$ cat config.mk
export PLATFORM = sky130hd
export DESIGN_NAME = alu_seq
export DESIGN_NICKNAME = d
export VERILOG_FILES = /design/src/rtl/alu_seq.sv
export SDC_FILE = /design/constraint.sdc
export NUM_CORES = 1
export LEC_CHECK = 0
export CAP_MARGIN = 20
export CORE_MARGIN = 8
export CORE_UTILIZATION = 45
export DETAILED_ROUTE_END_ITERATION = 10
export GPL_ROUTABILITY_DRIVEN = 0
export PLACE_DENSITY = 0.66
export SLEW_MARGIN = 20
export SYNTH_ARGS = -nofsm -noshare
export SYNTH_HDL_FRONTEND = slang
export SYNTH_SLANG_ARGS = --single-unit
$ cat constraint.sdc
create_clock -name clk -period 2.12 [get_ports clk]
set_input_delay 0.318 -clock clk [delete_from_list [all_inputs] [get_ports clk]]
set_output_delay 0.318 -clock clk [all_outputs]
set_load 0.02 [all_outputs]
$ cat src/rtl/alu_seq.sv
// -----------------------------------------------------------------------------
// alu_seq : sequential ALU with a valid/ready handshake on both sides.
//
// One operation is in flight at a time. Logic, arithmetic, compare, shift and
// no-op codes finish in one cycle. When ALU_SEQ_MUL_EN is defined, code 1010
// is an unsigned shift-add multiply that takes W cycles in BUSY. Without that
// macro the multiplier and BUSY state are absent and 1010 behaves as a no-op.
//
// Configuration macro: ALU_SEQ_MUL_EN (undefined by default)
//
// Ports
//   clk        rising-edge clock
//   rst_n      asynchronous active-low reset
//   in_valid   A/B/ALUctr are valid this cycle
//   in_ready   block is idle and will accept an operation
//   A, B       W-bit two's complement operands
//   ALUctr     4-bit operation select
//   out_valid  ALUout and flags are valid
//   out_ready  consumer takes the result on this edge
//   ALUout     registered result
//   less, of, zf, cf  registered flags
// -----------------------------------------------------------------------------
module alu_seq #(
  parameter int W = 8
) (
  input  logic         clk,
  input  logic         rst_n,
  input  logic         in_valid,
  output logic         in_ready,
  input  logic [W-1:0] A,
  input  logic [W-1:0] B,
  input  logic [3:0]   ALUctr,
  output logic         out_valid,
  input  logic         out_ready,
  output logic [W-1:0] ALUout,
  output logic         less,
  output logic         of,
  output logic         zf,
  output logic         cf
);

  localparam int SW = (W > 1) ? $clog2(W) : 1;

`ifdef ALU_SEQ_MUL_EN
  typedef enum logic [1:0] {IDLE = 2'd0, BUSY = 2'd1, DONE = 2'd2} state_t;
`else
  typedef enum logic [1:0] {IDLE = 2'd0, DONE = 2'd2} state_t;
`endif

  state_t r_state;
  state_t w_state_next;

  logic w_accept;

  // ---------------------------------------------------------------------------
  // Single-cycle datapath, evaluated straight from the input operands so the
  // result can be registered on the accept edge itself.
  // ---------------------------------------------------------------------------
  logic          w_sub;
  logic [W-1:0]  w_bx;
  logic [W:0]    w_sum;
  logic          w_add_of;
  logic [SW-1:0] w_shamt;
  logic [W:0]    w_shl;
  logic signed [W:0] w_sra;
  logic [W-1:0]  w_res;
  logic          w_less;
  logic          w_of;
  logic          w_zf;
  logic          w_cf;

  always_comb begin
    w_sub    = (ALUctr == 4'b0001) || (ALUctr == 4'b0110) || (ALUctr == 4'b0111);
    w_bx     = B ^ {W{w_sub}};
    w_sum    = {1'b0, A} + {1'b0, w_bx} + {{W{1'b0}}, w_sub};
    // Overflow when both addends share a sign that the sum does not.
    w_add_of = (A[W-1] == w_bx[W-1]) && (w_sum[W-1] != A[W-1]);
    w_shamt  = B[SW-1:0];
    // The extra bit on each shift catches the last bit shifted out.
    w_shl    = {1'b0, A} << w_shamt;
    w_sra    = $signed({A, 1'b0}) >>> w_shamt;

    w_res  = '0;
    w_less = 1'b0;
    w_of   = 1'b0;
    w_zf   = 1'b0;
    w_cf   = 1'b0;

    case (ALUctr)
      4'b0000, 4'b0001: begin
        w_res = w_sum[W-1:0];
        w_cf  = w_sum[W];
        w_of  = w_add_of;
        w_zf  = (w_sum[W-1:0] == '0);
      end
      4'b0010: begin
        w_res = ~A;
        w_zf  = (~A == '0);
      end
      4'b0011: begin
        w_res = A & B;
        w_zf  = ((A & B) == '0);
      end
      4'b0100: begin
        w_res = A | B;
        w_zf  = ((A | B) == '0);
      end
      4'b0101: begin
        w_res = A ^ B;
        w_zf  = ((A ^ B) == '0);
      end
      4'b0110: begin
        // Flags describe the internal difference, result is the signed compare.
        w_cf   = w_sum[W];
        w_of   = w_add_of;
        w_zf   = (w_sum[W-1:0] == '0);
        w_less = w_sum[W-1] ^ w_add_of;
        w_res  = {{(W-1){1'b0}}, w_sum[W-1] ^ w_add_of};
      end
      4'b0111: begin
        w_cf  = w_sum[W];
        w_of  = w_add_of;
        w_zf  = (w_sum[W-1:0] == '0);
        w_res = {{(W-1){1'b0}}, (w_sum[W-1:0] == '0)};
      end
      4'b1000: begin
        w_res = w_shl[W-1:0];
        w_cf  = w_shl[W];
        w_zf  = (w_shl[W-1:0] == '0);
      end
      4'b1001: begin
        w_res = w_sra[W:1];
        w_cf  = (w_shamt == '0) ? 1'b0 : w_sra[0];
        w_zf  = (w_sra[W:1] == '0);
      end
      default: begin
        // Unused codes (and MUL, which is handled by the iterative path) leave
        // everything at zero.
        w_res = '0;
      end
    endcase
  end

`ifdef ALU_SEQ_MUL_EN
  // ---------------------------------------------------------------------------
  // Iterative unsigned multiplier: one partial product per BUSY cycle.
  // ---------------------------------------------------------------------------
  logic            w_is_mul;
  logic            w_mul_last;
  logic [2*W-1:0]  w_acc_next;
  logic [2*W-1:0]  r_mc;
  logic [W-1:0]    r_mp;
  logic [2*W-1:0]  r_acc;
  logic [SW-1:0]   r_cnt;

  assign w_is_mul   = (ALUctr == 4'b1010);
  assign w_mul_last = (r_state == BUSY) && (r_cnt == SW'(W - 1));
  assign w_acc_next = r_acc + (r_mp[0] ? r_mc : '0);
`endif

  assign w_accept  = in_valid && (r_state == IDLE);
  assign in_ready  = (r_state == IDLE);
  assign out_valid = (r_state == DONE);

  // ---------------------------------------------------------------------------
  // FSM
  // ---------------------------------------------------------------------------
  always_ff @(posedge clk or negedge rst_n) begin
    if (!rst_n) begin
      r_state <= IDLE;
    end else begin
      r_state <= w_state_next;
    end
  end

  always_comb begin
    w_state_next = r_state;
    case (r_state)
      IDLE: begin
        if (in_valid) begin
`ifdef ALU_SEQ_MUL_EN
          w_state_next = w_is_mul ? BUSY : DONE;
`else
          w_state_next = DONE;
`endif
        end
      end
`ifdef ALU_SEQ_MUL_EN
      BUSY: begin
        if (w_mul_last) begin
          w_state_next = DONE;
        end
      end
`endif
      DONE: begin
        // Returning to IDLE first means no accept can share the handshake edge.
        if (out_ready) begin
          w_state_next = IDLE;
        end
      end
      default: begin
        w_state_next = IDLE;
      end
    endcase
  end

  // ---------------------------------------------------------------------------
  // Result and flag registers (held in DONE until the handshake)
  // ---------------------------------------------------------------------------
  always_ff @(posedge clk or negedge rst_n) begin
    if (!rst_n) begin
      ALUout <= '0;
      less   <= 1'b0;
      of     <= 1'b0;
      zf     <= 1'b0;
      cf     <= 1'b0;
`ifdef ALU_SEQ_MUL_EN
      r_mc   <= '0;
      r_mp   <= '0;
      r_acc  <= '0;
      r_cnt  <= '0;
`endif
    end else begin
`ifdef ALU_SEQ_MUL_EN
      if (w_accept && w_is_mul) begin
        r_mc  <= {{W{1'b0}}, A};
        r_mp  <= B;
        r_acc <= '0;
        r_cnt <= '0;
      end else if (w_accept) begin
        ALUout <= w_res;
        less   <= w_less;
        of     <= w_of;
        zf     <= w_zf;
        cf     <= w_cf;
      end else if (r_state == BUSY) begin
        r_acc <= w_acc_next;
        r_mc  <= r_mc << 1;
        r_mp  <= r_mp >> 1;
        r_cnt <= r_cnt + 1'b1;
        if (w_mul_last) begin
          ALUout <= w_acc_next[W-1:0];
          cf     <= |w_acc_next[2*W-1:W];
          zf     <= (w_acc_next[W-1:0] == '0);
          of     <= 1'b0;
          less   <= 1'b0;
        end
      end
`else
      if (w_accept) begin
        ALUout <= w_res;
        less   <= w_less;
        of     <= w_of;
        zf     <= w_zf;
        cf     <= w_cf;
      end
`endif
    end
  end

endmodule

Word level (Yosys, flattened, before mapping)
Index checks and enable logic that the tools add are counted.
W data, S select, Z words.
{"block": "classes", "add_sub_neg": 2, "eq_ne": 14, "shift": 2, "muxes": 9, "n_bitwise": 6, "n_reduce_logical": 17}
{"operator": "$pmux W8 S9", "count": 1}
{"operator": "$logic_not A8 Y1", "count": 7}
{"operator": "$eq A4 B3 Y1 const B", "count": 4}
{"operator": "$xor A8 B8 Y8", "count": 2}
{"operator": "$add A8 B8 Y9", "count": 1}
{"operator": "$add A9 B1 Y9", "count": 1}
{"operator": "$shl A8 B3 Y9", "count": 1}
{"operator": "$sshr A9 B3 Y9", "count": 1}
{"operator": "$and A8 B8 Y8", "count": 1}
{"operator": "$eq A4 B2 Y1 const B", "count": 2}
{"operator": "$eq A4 B4 Y1 const B", "count": 2}
{"operator": "$not A8 Y8", "count": 1}
{"operator": "$or A8 B8 Y8", "count": 1}
{"operator": "$pmux W1 S7", "count": 1}
{"operator": "$eq A4 B1 Y1 const B", "count": 1}
{"operator": "$logic_not A4 Y1", "count": 1}
{"operator": "$mux W2", "count": 2}
{"operator": "$pmux W2 S2", "count": 1}
{"operator": "$reduce_or A4 Y1", "count": 1}
{"operator": "$logic_not A3 Y1", "count": 1}
{"operator": "$mux W1", "count": 3}
{"operator": "$pmux W1 S3", "count": 1}
{"operator": "$eq A2 B2 Y1 const B", "count": 1}
{"operator": "$logic_and A1 B1 Y1", "count": 2}
{"operator": "other kinds (9)", "count": 10}
{"block": "totals", "register_bits": 14, "in_bits": 24}

Depth between registers and ports, before layout
Gate-level depths: netlist of run 1.
{"block": "depth", "ltp_word": 10, "mapped_depth": 12}

Worst setup path before layout of run 1
No wires, ideal clock.
{"block": "synth_timing", "path_type": "input to register", "start": "input ALUctr[1]", "end": "register ALUout[3]", "arrival_ns": 2.756, "slack_ns": -0.767, "path_stages": 10, "cell_sequence": "clkbuf_1 nand2_1 a21oi_2 xnor2_1 ha_1 nor2b_1 a2111oi_0 o311ai_1 a2111oi_0 o21ai_1"}
{"block": "synth_between", "elab_chain_cells": 7, "word_cells_on_any_way": 17, "cone_classes": "add/sub: 2; eq/ne: 9; mux: 1; bitwise: 1; reduce/logical: 4"}
{"item": "from (decl)", "line": "32", "text": "input logic [3:0] ALUctr,"}
{"item": "$eq A4 B1 Y1 / $eq A4 B3 Y1 (equally long branches)", "line": "73, 89"}
{"item": "$logic_or A1 B1 Y1 (2 in series)", "line": "73", "text": "w_sub = (ALUctr == 4'b0001) || (ALUctr == 4'b0110) || (ALUctr == 4'b0111);"}
{"item": "$xor A8 B8 Y8", "line": "74", "text": "w_bx = B ^ {W{w_sub}};"}
{"item": "$add A8 B8 Y9", "line": "75", "text": "w_sum = {1'b0, A} + {1'b0, w_bx} + {{W{1'b0}}, w_sub};"}
{"item": "$add A9 B1 Y9", "line": "75"}
{"item": "$pmux W8 S9 *", "line": "89", "text": "case (ALUctr)"}
{"item": "to (signal assigned)", "line": "251", "text": "ALUout <= w_res;"}
{"item": "to (decl)", "line": "35", "text": "output logic [W-1:0] ALUout,"}
Mark *: on every way between the ends. The rest lies on a longest branch, timed or not.
A chain may end at the register's enable or synchronous reset.

Worst setup path in the final report of run 1
{"block": "layout_timing", "start": "input ALUctr[2]", "end": "register ALUout[0]"}
{"block": "layout_between", "elab_chain_cells": 10, "word_cells_on_any_way": 22, "cone_classes": "add/sub: 2; eq/ne: 11; mux: 1; bitwise: 2; reduce/logical: 6"}
{"item": "$eq A4 B1 Y1 / $eq A4 B3 Y1 (equally long branches)", "line": "73, 89"}
{"item": "$logic_or A1 B1 Y1 (2 in series)", "line": "73"}
{"item": "$xor A8 B8 Y8", "line": "74"}
{"item": "$add A8 B8 Y9", "line": "75"}
{"item": "$add A9 B1 Y9", "line": "75"}
{"item": "$ne A1 B1 Y1", "line": "77", "text": "w_add_of = (A[W-1] == w_bx[W-1]) && (w_sum[W-1] != A[W-1]);"}
{"item": "$logic_and A1 B1 Y1", "line": "77"}
{"item": "$xor A1 B1 Y1", "line": "118", "text": "w_res = {{(W-1){1'b0}}, w_sum[W-1] ^ w_add_of};"}
{"item": "$pmux W8 S9 *", "line": "89"}
Marks and branches as above.

==> impl_metrics.sql, run 1 <==
INSERT INTO impl_metrics (metric_group, metric, value, unit) VALUES
('run_status', 'run_status', 'finished, violations left', ''),
('run_status', 'failing_checks', 'setup timing', ''),
('layout', 'layout-drive-gt1-share', '35.9', '%'),
('die', 'boundaryPins', '38', ''),
('setup_path', 'critical_path.endpoint_type', 'flip-flop', ''),
('timing', 'unrepaired_setup_endpoints_after_global_routing', 'true', ''),
('placement', 'dp.final_hpwl', '7670', 'um'),
('global_route', 'first_global_vias', '3278', ''),
('timing', 'final-setup-viol-count', '12', ''),
('logic_synthesis', 'synthesized_instance_count', '317', ''),
('setup_path', 'worst_r2r_setup_slack', '0.39', 'ns'),
('route', 'routed_via_density', '6.27', ''),
('global_route', 'global_route.overflow_total', '0', ''),
('route', 'detail-route-antenna-nets', '0', ''),
('cts', 'tritoncts', 'built', ''),
('timing', 'minimum_setup_slack_in_the_final_design', '-0.630', 'ns'),
('timing', 'tightestPinTransition', '0.592', 'ns'),
('global_route', 'wire_length_of_the_first_global_routing_pass', '16500', 'um'),
('logic_synthesis', 'postSynthNetCount', '366', ''),
('layout', 'areaGrowthSynthToFinish', '56.9', '%'),
('timing', 'final.setup_skew', '0.00467', 'ns'),
('logic_synthesis', 'synth_edf_count', '0', ''),
('global_route', 'grt_max_degree', '32', ''),
('cts', 'clock_latency_at_the_later_pin_of_the_worst_skew_pair', '0.25', 'ns'),
('logic_synthesis', 'async_reset_ff_share', '100', '%'),
('logic_synthesis', 'share_of_the_synthesized_area_in_the_top_cell_type', '12.9', '%'),
('global_route', 'grt_usage', '24.2', '%'),
('power_and_ir_drop', 'p_leak', '1.70', 'nW'),
('route', 'totalWireLength', '10100', 'um'),
('logic_synthesis', 'leading_register_cell_type_out_of_synthesis', 'sky130_fd_sc_hd__dfrtp_1', ''),
('setup_path', 'timing.critical_path.fanout_max', '5', ''),
('timing', 'final_max_slew_viol_count', '0', ''),
('cts', 'cts_buffer_depth', '2', ''),
('layout', 'num-fill-cells', '421', ''),
('power_and_ir_drop', 'power-per-cell-area', '436', 'nW/um2'),
('worst_hold_path', 'timing.hold.worst.class', 'in -> async', ''),
('route', 'remaining_drc_errors', '0', ''),
('setup_path', 'worst-endpoint-required', '2.29', 'ns'),
('die', 'die_area', '8240', 'um2'),
('timing', 'highest_clock_rate', '0.364', 'GHz'),
('timing', 'final.min_clock_period', '2.75', 'ns'),
('layout', 'antenna-diode-count', '0', ''),
('logic_synthesis', 'ys_top_cells_by_count', 'sky130_fd_sc_hd__nand2_1 (27), sky130_fd_sc_hd__ha_1 (24), sky130_fd_sc_hd__inv_1 (20), sky130_fd_sc_hd__nor2_1 (20), sky130_fd_sc_hd__a21oi_1 (18)', ''),
('cts', 'root_buffer', 'sky130_fd_sc_hd__clkbuf_8', ''),
('route', 'count_of_tritonroute_iterations_in_the_first_routing_pass', '5', ''),
('logic_synthesis', 'ys_top_cells_by_area', 'sky130_fd_sc_hd__dfrtp_1 (13%), sky130_fd_sc_hd__ha_1 (12%), sky130_fd_sc_hd__mux4_2 (8.1%)', ''),
('route', 'dr_total_vias', '3171', ''),
('die', 'floorplan.die.height', '90.8', 'um'),
('setup_path', 'crit-reg2reg-launch', 'r_state[1]$_DFFE_PN0P_', ''),
('cts', 'htree_levels', '1', ''),
('timing', 'timing.hold.ws', '0.442', 'ns'),
('cts', 'worst_setup_hold_path_clk_slew', '0.06', 'ns'),
('die', 'die_width', '90.8', 'um'),
('power_and_ir_drop', 'irDropWorstVdd', '0.246', 'mV'),
('placement', 'port_buffers', '37', ''),
('timing', 'timing.max_slew.rel_slack', '60.3', '%'),
('placement', 'place_ws', '-1.27', 'ns'),
('logic_synthesis', 'synth_seq_cells', '13', ''),
('setup_path', 'critPathKind', 'in -> reg', ''),
('cts', 'cts_buf_count', '3', ''),
('timing', 'timing.final.hold_violations', '0', ''),
('setup_path', 'rr_worst_depth', '6', ''),
('flow_run', 'cap_viol_max_count', '0', ''),
('die', 'row_count', '27', ''),
('die', 'effective_utilization_at_floorplan', '46.3', '%'),
('timing', 'post-route-period-util', '130', '%'),
('placement', 'placement.cell_area', '3630', 'um2'),
('die', 'core-area', '5440', 'um2'),
('layout', 'final_design_area_no_fill', '3950', 'um2'),
('setup_path', 'r2r_end', 'ALUout[0]$_DFFE_PN0P_', ''),
('route', 'dr.first_iter.drc_count', '394', '');
critical path, stage by stage:
cell	delay, ns
sky130_fd_sc_hd__buf_6	0.10
sky130_fd_sc_hd__or3b_4	0.41
sky130_fd_sc_hd__a21oi_4	0.17
sky130_fd_sc_hd__buf_6	0.17
sky130_fd_sc_hd__xnor2_1	0.13
sky130_fd_sc_hd__ha_2	0.34
sky130_fd_sc_hd__o21ai_2	0.10
sky130_fd_sc_hd__a21oi_4	0.05
sky130_fd_sc_hd__or4_4	0.50
sky130_fd_sc_hd__a311oi_2	0.26
sky130_fd_sc_hd__nand4bb_1	0.19
sky130_fd_sc_hd__o21ai_1	0.18
stage by stage:
step                      setup TNS, ns  utilization [%]  total power, mW  std cells
after detailed placement         -13.68             66.7             1.31        497
after global placement           -12.65             66.7             1.29        497
after CTS                         -5.01             71.8             1.66        505
after global routing              -6.99             72.6             1.81        506
final                             -5.72             72.6             1.72        506
after floorplan                   -5.31                -            0.841        317
layout make-up:
class	instances	area [um2]	share of cell area (%)
clock buffer	3	41.3	1.05
multi-input combinational	261	2300	58.1
timing repair buffer	134	1110	28.1
tap	72	90.1	2.28
inverter	22	82.6	2.09
clock inverter	1	5.00	0.127
sequential	13	325	8.24
cell families (layout without fill, tap and decap cells):
family,Yosys count,after routing,synth area share (%)
compound gates,102,102,28.7
xor+xnor,11,11,3.83
fa+ha+maj,25,25,12.7
buf+inv,43,160,6.81
flops,13,13,12.9
mux,18,18,12.0
simple gates,105,105,23.0
where the power goes:
part	internal [mW]	total (mW)	switching [mW]
clock network	0.130	0.227	0.0969
registers	0.283	0.304	0.0208
logic	0.598	1.19	0.593
total	1.01	1.72	0.711
how the worst max path moves through the flow:
| stage | cells past startpoint | slack (ns) | end | start |
|---|---|---|---|---|
| 6_report | 12 | -0.63 | ALUout[0]$_DFFE_PN0P_ | ALUctr[2] |
| 5_1_grt | 12 | -0.72 | zf$_DFFE_PN0P_ | ALUctr[2] |
| 4_1_cts | 14 | -0.54 | ALUout[0]$_DFFE_PN0P_ | ALUctr[2] |
| 3_5_place_dp | 13 | -1.27 | ALUout[0]$_DFFE_PN0P_ | ALUctr[0] |
| 3_3_place_gp | 12 | -1.16 | ALUout[2]$_DFFE_PN0P_ | ALUctr[0] |
| 2_1_floorplan | 10 | -0.58 | ALUout[6]$_DFFE_PN0P_ | ALUctr[1] |
cell usage in the layout (no fill, tap or decap), types with 4 or more instances in the layout:
cell	netlist	layout
sky130_fd_sc_hd__o21ai_1	4	6
sky130_fd_sc_hd__dfrtp_1	13	13
sky130_fd_sc_hd__a21oi_1	18	14
sky130_fd_sc_hd__nor4_1	8	8
sky130_fd_sc_hd__inv_1	20	20
sky130_fd_sc_hd__a21oi_4	0	4
sky130_fd_sc_hd__ha_1	24	20
sky130_fd_sc_hd__nand4_1	4	4
sky130_fd_sc_hd__xnor2_1	8	5
sky130_fd_sc_hd__mux4_2	9	9
sky130_fd_sc_hd__buf_6	1	7
sky130_fd_sc_hd__nand2_1	27	27
sky130_fd_sc_hd__mux2i_1	5	5
sky130_fd_sc_hd__a22oi_1	6	6
sky130_fd_sc_hd__nand2b_1	9	8
sky130_fd_sc_hd__nor2b_1	7	6
sky130_fd_sc_hd__buf_4	0	91
sky130_fd_sc_hd__o21ai_0	16	12
sky130_fd_sc_hd__nor2_1	20	20
sky130_fd_sc_hd__o22ai_1	6	6
sky130_fd_sc_hd__clkdlybuf4s50_1	0	32
sky130_fd_sc_hd__nand3_1	5	5
repair_timing:
item,CTS,global route
gates resized for setup,54,5
setup endpoints to repair,12,12
pin swaps,25,10
setup buffers,5,1
hold buffers,0,0
gates cloned,0,0
per-layer routing:
layer | vias to the layer above | GRT usage, % | share of wire (%)
met2 | 181 | 40.1 | 47
met3 | 53 | 3.66 | 7.9
met5 | - | 0 | 0
li1 | 1450 | - | -
met4 | 0 | 14.9 | 6.1
met1 | 1487 | 28.6 | 39
flip-flops by register name, summed over array words and instances (netlist names):
| signal | count |
|---|---|
| ALUout | 8 |
| cf | 1 |
| less | 1 |
| of | 1 |
| r_state | 1 |
| zf | 1 |
(Power assumes the default switching activity.)
==> run 2, diff against run 1 <==
Settings changed: CELL_PAD_IN_SITES_DETAIL_PLACEMENT from default to 1, CELL_PAD_IN_SITES_GLOBAL_PLACEMENT from default to 2, CORE_UTILIZATION 45 to 33, PLACE_DENSITY 0.66 to 0.81.
==> impl_metrics.sql, run 2 (synthesis gave the netlist of run 1 again) <==
INSERT INTO impl_metrics (metric_group, metric, value, unit) VALUES
('run_status', 'run_status', 'finished, violations left', ''),
('run_status', 'failing_checks', 'setup timing', ''),
('layout', 'layout-drive-gt1-share', '40.7', '%'),
('setup_path', 'r2r_end', 'ALUout[0]$_DFFE_PN0P_', ''),
('cts', 'cts_buf_count', '3', ''),
('power_and_ir_drop', 'irDropWorstVdd', '0.178', 'mV'),
('layout', 'antenna-diode-count', '0', ''),
('route', 'count_of_tritonroute_iterations_in_the_first_routing_pass', '5', ''),
('timing', 'minimum_setup_slack_in_the_final_design', '-0.733', 'ns'),
('cts', 'tritoncts', 'built', ''),
('route', 'detail-route-antenna-nets', '0', ''),
('setup_path', 'critPathKind', 'in -> reg', ''),
('cts', 'clock_latency_at_the_later_pin_of_the_worst_skew_pair', '0.24', 'ns'),
('route', 'route.detailed.wl_per_inst', '24.5', 'um'),
('setup_path', 'timing.critical_path.fanout_max', '3', ''),
('power_and_ir_drop', 'internal_power', '1.09', 'mW'),
('cts', 'cts_buffer_depth', '2', ''),
('cts', 'hold_buffers', '0', ''),
('timing', 'unrepaired_setup_endpoints_after_global_routing', 'true', ''),
('route', 'remaining_drc_errors', '0', ''),
('setup_path', 'critical_path.endpoint_type', 'flip-flop', ''),
('cts', 'root_buffer', 'sky130_fd_sc_hd__clkbuf_8', ''),
('power_and_ir_drop', 'pwr-share-comb', '72.3', '%'),
('global_route', 'grt_max_degree', '32', ''),
('timing', 'tightestPinTransition', '0.650', 'ns'),
('worst_hold_path', 'timing.hold.worst.class', 'in -> async', ''),
('layout', 'max_flop_register', 'ALUout', ''),
('timing', 'timing.final.hold_violations', '0', ''),
('setup_path', 'worst_r2r_setup_slack', '0.29', 'ns'),
('route', 'routed_via_density', '6.24', ''),
('die', 'core-area', '7570', 'um2'),
('global_route', 'first_global_vias', '3293', ''),
('die', 'row_count', '32', ''),
('die', 'effective_utilization_at_floorplan', '33.3', '%'),
('placement', 'dp.final_hpwl', '8830', 'um'),
('layout', 'areaGrowthSynthToFinish', '69.6', '%'),
('global_route', 'grt_usage', '22.2', '%'),
('layout', 'layout.cells.most_common', 'sky130_fd_sc_hd__buf_4', ''),
('power_and_ir_drop', 'power_frac_seq', '15.9', '%'),
('timing', 'final.min_clock_period', '2.85', 'ns'),
('setup_path', 'worst_ep_arrival_time', '3.03', 'ns'),
('cts', 'worst_setup_hold_path_clk_slew', '0.06', 'ns'),
('route', 'dr.first_iter.drc_count', '417', ''),
('cts', 'htree_levels', '1', ''),
('timing', 'final-setup-viol-count', '12', ''),
('timing', 'highest_clock_rate', '0.350', 'GHz'),
('setup_path', 'crit-reg2reg-launch', 'r_state[1]$_DFFE_PN0P_', ''),
('timing', 'final.setup_skew', '0.00280', 'ns'),
('timing', 'tns', '-6.86', 'ns'),
('layout', 'nNetsFinal', '497', ''),
('die', 'die_area', '10700', 'um2'),
('route', 'totalWireLength', '13500', 'um'),
('placement', 'placedCellCount', '533', ''),
('flow_run', 'cap_viol_max_count', '0', ''),
('timing', 'final_max_slew_viol_count', '0', ''),
('cts', 'number_of_sinks_on_the_clock_net', '13', ''),
('power_and_ir_drop', 'switching_share', '43.1', '%'),
('layout', 'num-fill-cells', '871', ''),
('route', 'dr_total_vias', '3427', ''),
('layout', 'most-common-layout-cells', 'sky130_fd_sc_hd__buf_4 (99), sky130_fd_sc_hd__clkdlybuf4s50_1 (32), sky130_fd_sc_hd__nand2_1 (27), sky130_fd_sc_hd__inv_1 (20)', ''),
('power_and_ir_drop', 'power_switching', '828', 'uW'),
('global_route', 'global_route.overflow_total', '0', ''),
('timing', 'timing.max_slew.rel_slack', '56.0', '%'),
('global_route', 'wire_length_of_the_first_global_routing_pass', '18200', 'um'),
('layout', 'utilization_after_layout', '56.4', '%'),
('power_and_ir_drop', 'p_leak', '1.81', 'nW'),
('layout', 'largest_reg_flops', '8', ''),
('power_and_ir_drop', 'clock_power_share', '11.8', '%'),
('setup_path', 'worst-endpoint-required', '2.29', 'ns'),
('placement', 'port_buffers', '37', ''),
('setup_path', 'rr_worst_depth', '6', ''),
('global_route', 'number_of_antenna_violations_at_the_first_check_in_global_routing', '0', ''),
('die', 'floorplan.die.height', '103', 'um'),
('setup_path', 'critical_path.startpoint_type', 'primary input', ''),
('timing', 'post-route-period-util', '135', '%'),
('power_and_ir_drop', 'power-per-cell-area', '450', 'nW/um2'),
('layout', 'finalNonFillerCells', '549', ''),
('die', 'boundaryPins', '38', ''),
('die', 'die_width', '103', 'um');
-- run 2: cell type report --
type	instances	area, um2	area share [%]
timing repair buffer	147	1230	28.9
clock buffer	3	41.3	0.967
clock inverter	1	5.00	0.117
sequential	13	325	7.62
multi-input combinational	261	2450	57.5
tap	102	128	2.99
inverter	22	82.6	1.93
-- run 2: power by group through the flow --
stage | sequential (mW) | clock (mW) | combinational, mW
finish | 0.305 | 0.227 | 1.39
global route | 0.309 | 0.240 | 1.45
CTS | 0.304 | 0.221 | 1.21
detailed placement | 0.309 | 0 | 1.04
global placement | 0.307 | 0 | 1.01
floorplan | 0.349 | 0 | 0.492
-- run 2: worst max path at each step --
stage | start | to | slack (ns)
after floorplan | ALUctr[1] | ALUout[6]$_DFFE_PN0P_ | -0.58
after global placement | ALUctr[0] | ALUout[3]$_DFFE_PN0P_ | -1.29
after detailed placement | ALUctr[0] | ALUout[6]$_DFFE_PN0P_ | -1.35
after CTS | ALUctr[2] | ALUout[6]$_DFFE_PN0P_ | -0.62
after global routing | ALUctr[1] | ALUout[0]$_DFFE_PN0P_ | -0.79
final | ALUctr[1] | ALUout[0]$_DFFE_PN0P_ | -0.73
-- run 2: layer usage --
| metal | up-vias | GRT usage [%] | wire, um |
|---|---|---|---|
| met1 | 1702 | 27.8 | 5270 |
| met5 | - | 0 | 0 |
| li1 | 1471 | - | - |
| met3 | 67 | 2.14 | 960 |
| met4 | 0 | 7.34 | 744 |
| met2 | 187 | 38.8 | 6490 |
-- run 2: critical path: stages --
cell and delay [ns]:
sky130_fd_sc_hd__buf_6 0.10, sky130_fd_sc_hd__or3b_4 0.41, sky130_fd_sc_hd__a21oi_4 0.20, sky130_fd_sc_hd__buf_6 0.16, sky130_fd_sc_hd__buf_6 0.11, sky130_fd_sc_hd__xnor2_2 0.13, sky130_fd_sc_hd__ha_4 0.26, sky130_fd_sc_hd__buf_4 0.16
sky130_fd_sc_hd__buf_4 0.13, sky130_fd_sc_hd__buf_4 0.13, sky130_fd_sc_hd__xor2_2 0.15, sky130_fd_sc_hd__buf_4 0.15, sky130_fd_sc_hd__a311oi_2 0.27, sky130_fd_sc_hd__nand4bb_1 0.19, sky130_fd_sc_hd__o21ai_1 0.16
-- run 2: repair_timing --
action	in CTS	in global routing
setup endpoints to repair	12	12
cloned	0	0
resized for setup	62	26
buffers inserted	10	2
pin swaps	29	27
-- run 2: per-stage QoR --
step	instance area, um2	power, mW	setup WS, ns	hold slack (ns)
after floorplan	2570	0.841	-0.582	0.0224
after global placement	3710	1.32	-1.29	0.450
after detailed placement	3710	1.35	-1.35	0.469
after CTS	4070	1.74	-0.618	0.478
after global routing	4270	2.00	-0.789	0.514
final	4270	1.92	-0.733	0.456
==> run 3, diff against run 2 <==
Settings changed: MAX_ROUTING_LAYER from default to met4.
==> impl_metrics.sql, run 3 (synthesis gave the netlist of run 1 again) <==
INSERT INTO impl_metrics (metric_group, metric, value, unit) VALUES
('die', 'die_area', '10700', 'um2'),
('route', 'dr.first_iter.drc_count', '359', ''),
('power_and_ir_drop', 'power_frac_seq', '15.8', '%'),
('layout', 'antenna-diode-count', '0', ''),
('layout', 'layout.cells.most_common', 'sky130_fd_sc_hd__buf_4', ''),
('layout', 'final_design_area_no_fill', '4270', 'um2'),
('timing', 'post-route-period-util', '134', '%'),
('layout', 'layout-drive-gt1-share', '40.7', '%'),
('setup_path', 'timing.critical_path.fanout_max', '3', ''),
('timing', 'timing.hold.ws', '0.454', 'ns'),
('setup_path', 'rr_worst_depth', '6', ''),
('timing', 'unrepaired_setup_endpoints_after_global_routing', 'true', ''),
('cts', 'worst_setup_hold_path_clk_slew', '0.06', 'ns'),
('power_and_ir_drop', 'switching_share', '43.2', '%'),
('setup_path', 'worst_ep_arrival_time', '3.02', 'ns'),
('run_status', 'failing_checks', 'setup timing', ''),
('die', 'effective_utilization_at_floorplan', '33.3', '%'),
('die', 'row_count', '32', ''),
('layout', 'max_flop_register', 'ALUout', ''),
('setup_path', 'critical_path.endpoint_type', 'flip-flop', ''),
('global_route', 'wire_length_of_the_first_global_routing_pass', '18200', 'um'),
('power_and_ir_drop', 'pwr-share-comb', '72.2', '%'),
('placement', 'dp.final_hpwl', '8830', 'um'),
('timing', 'highest_clock_rate', '0.351', 'GHz'),
('route', 'count_of_tritonroute_iterations_in_the_first_routing_pass', '5', ''),
('cts', 'clock_latency_at_the_later_pin_of_the_worst_skew_pair', '0.24', 'ns'),
('timing', 'timing.final.hold_violations', '0', ''),
('run_status', 'run_status', 'finished, violations left', ''),
('power_and_ir_drop', 'power-per-cell-area', '450', 'nW/um2'),
('layout', 'nNetsFinal', '497', ''),
('route', 'totalWireLength', '13400', 'um'),
('timing', 'final-setup-viol-count', '12', ''),
('die', 'core-area', '7570', 'um2'),
('layout', 'largest_reg_flops', '8', ''),
('cts', 'root_buffer', 'sky130_fd_sc_hd__clkbuf_8', ''),
('route', 'detail-route-antenna-nets', '0', ''),
('global_route', 'grt_usage', '22.8', '%'),
('layout', 'most-common-layout-cells', 'sky130_fd_sc_hd__buf_4 (99), sky130_fd_sc_hd__clkdlybuf4s50_1 (32), sky130_fd_sc_hd__nand2_1 (27), sky130_fd_sc_hd__inv_1 (20)', ''),
('placement', 'port_buffers', '37', ''),
('timing', 'timing.max_slew.rel_slack', '55.0', '%'),
('placement', 'placement.cell_area', '3710', 'um2'),
('setup_path', 'slowest_delay', '0.41', 'ns'),
('die', 'floorplan.die.height', '103', 'um'),
('power_and_ir_drop', 'internal_power', '1.09', 'mW'),
('setup_path', 'critical_path.slowest_cell', 'sky130_fd_sc_hd__or3b_4', ''),
('timing', 'minimum_setup_slack_in_the_final_design', '-0.728', 'ns'),
('global_route', 'grt_max_degree', '32', ''),
('cts', 'htree_levels', '1', ''),
('timing', 'final.min_clock_period', '2.85', 'ns'),
('timing', 'final.setup_skew', '0.00255', 'ns'),
('global_route', 'global_route.overflow_total', '0', ''),
('setup_path', 'worst-endpoint-required', '2.29', 'ns'),
('route', 'route.detailed.wl_per_inst', '24.4', 'um'),
('route', 'remaining_drc_errors', '0', ''),
('timing', 'tightestPinTransition', '0.667', 'ns'),
('cts', 'cts_buf_count', '3', ''),
('timing', 'final_max_slew_viol_count', '0', ''),
('global_route', 'number_of_antenna_violations_at_the_first_check_in_global_routing', '0', ''),
('cts', 'cts_buffer_depth', '2', ''),
('cts', 'hold_buffers', '0', ''),
('layout', 'areaGrowthSynthToFinish', '69.6', '%'),
('placement', 'place_ws', '-1.35', 'ns'),
('power_and_ir_drop', 'clock_power_share', '11.9', '%'),
('cts', 'number_of_sinks_on_the_clock_net', '13', ''),
('cts', 'tritoncts', 'built', ''),
('worst_hold_path', 'timing.hold.worst.class', 'in -> async', ''),
('setup_path', 'cp_cell_sequence', 'buf_6 > or3b_4 > a21oi_4 > buf_6 > buf_6 > xnor2_2 > ha_4 > buf_4 > buf_4 > buf_4 > xor2_2 > buf_4 > a311oi_2 > nand4bb_1 > o21ai_1', ''),
('global_route', 'first_global_vias', '3292', ''),
('setup_path', 'critPathKind', 'in -> reg', ''),
('route', 'dr_total_vias', '3418', ''),
('die', 'die_width', '103', 'um'),
('die', 'boundaryPins', '38', ''),
('setup_path', 'critical_path.startpoint_type', 'primary input', ''),
('route', 'routed_via_density', '6.23', ''),
('setup_path', 'critPathMostFrequentCell', 'sky130_fd_sc_hd__buf_4', ''),
('power_and_ir_drop', 'p_leak', '1.81', 'nW'),
('power_and_ir_drop', 'power_switching', '829', 'uW'),
('flow_run', 'cap_viol_max_count', '0', ''),
('power_and_ir_drop', 'irDropWorstVdd', '0.179', 'mV');
-- run 3: cell counts in the layout (fill, tap and decap cells not counted) --
No cell type changed its count.
-- run 3: path summary, 6_finish.rpt --
path                                         from                     to  slack [ns]
setup / recovery                        ALUctr[1]  ALUout[0]$_DFFE_PN0P_       -0.73
setup reg to reg           r_state[1]$_DFFE_PN0P_  ALUout[0]$_DFFE_PN0P_        0.28
min in group clk                 less$_DFFE_PN0P_       less$_DFFE_PN0P_        0.48
hold reg to reg                  less$_DFFE_PN0P_       less$_DFFE_PN0P_        0.48
hold / removal                              rst_n         cf$_DFFE_PN0P_        0.45
max in group asynchronous                   rst_n  ALUout[3]$_DFFE_PN0P_        1.27
-- run 3: area by class of cell --
type / count / area [um2]
clock buffers: 3 / 41.3
clock inverters: 1 / 5.00
fillers: 871 / 3300
inverters: 22 / 82.6
multi-input cells: 261 / 2450
flip-flops and latches: 13 / 325
well taps: 102 / 128
repair buffers: 147 / 1230
-- run 3: per-layer routing --
| layer | GRT usage, % | up-vias | share of wire, % |
|---|---|---|---|
| met5 | - | - | 0 |
| met4 | 7.34 | 0 | 5.3 |
| met3 | 2.07 | 61 | 7.1 |
| met2 | 38.7 | 186 | 48 |
| met1 | 27.9 | 1702 | 39 |
| li1 | - | 1469 | - |
-- run 3: timing repair --
action	in CTS	in global routing
setup buffers	10	2
gates resized for setup	62	26
setup endpoints to repair	12	12
pin swaps	29	27
-- run 3: power by group through the flow --
stage               clock, mW  sequential [mW]  combinational [mW]
detailed placement          0            0.309                1.04
global placement            0            0.307                1.01
global route            0.240            0.309                1.45
CTS                     0.221            0.304                1.21
floorplan                   0            0.349               0.492
finish                  0.229            0.304                1.39
-- run 3: worst max-delay path: cells and delay by family --
family	cells	cell delay, ns
xor gates and xnor gates	2	0.28
and+or+nand+nor	2	0.60
AOI/OAI and AO/OA	3	0.63
adders and majority gates	1	0.26
buffers and inverters	7	0.94
-- run 3: per-stage QoR --
stage / power (mW) / setup TNS, ns / cells / utilization, %
after global placement: 1.32 / -13.12 / 533 / 49.0
final: 1.92 / -6.87 / 549 / 56.4
after CTS: 1.74 / -5.54 / 547 / 53.8
after global routing: 2.00 / -7.76 / 549 / 56.4
after floorplan: 0.841 / -5.31 / 317 / -
after detailed placement: 1.35 / -14.46 / 533 / 49.0
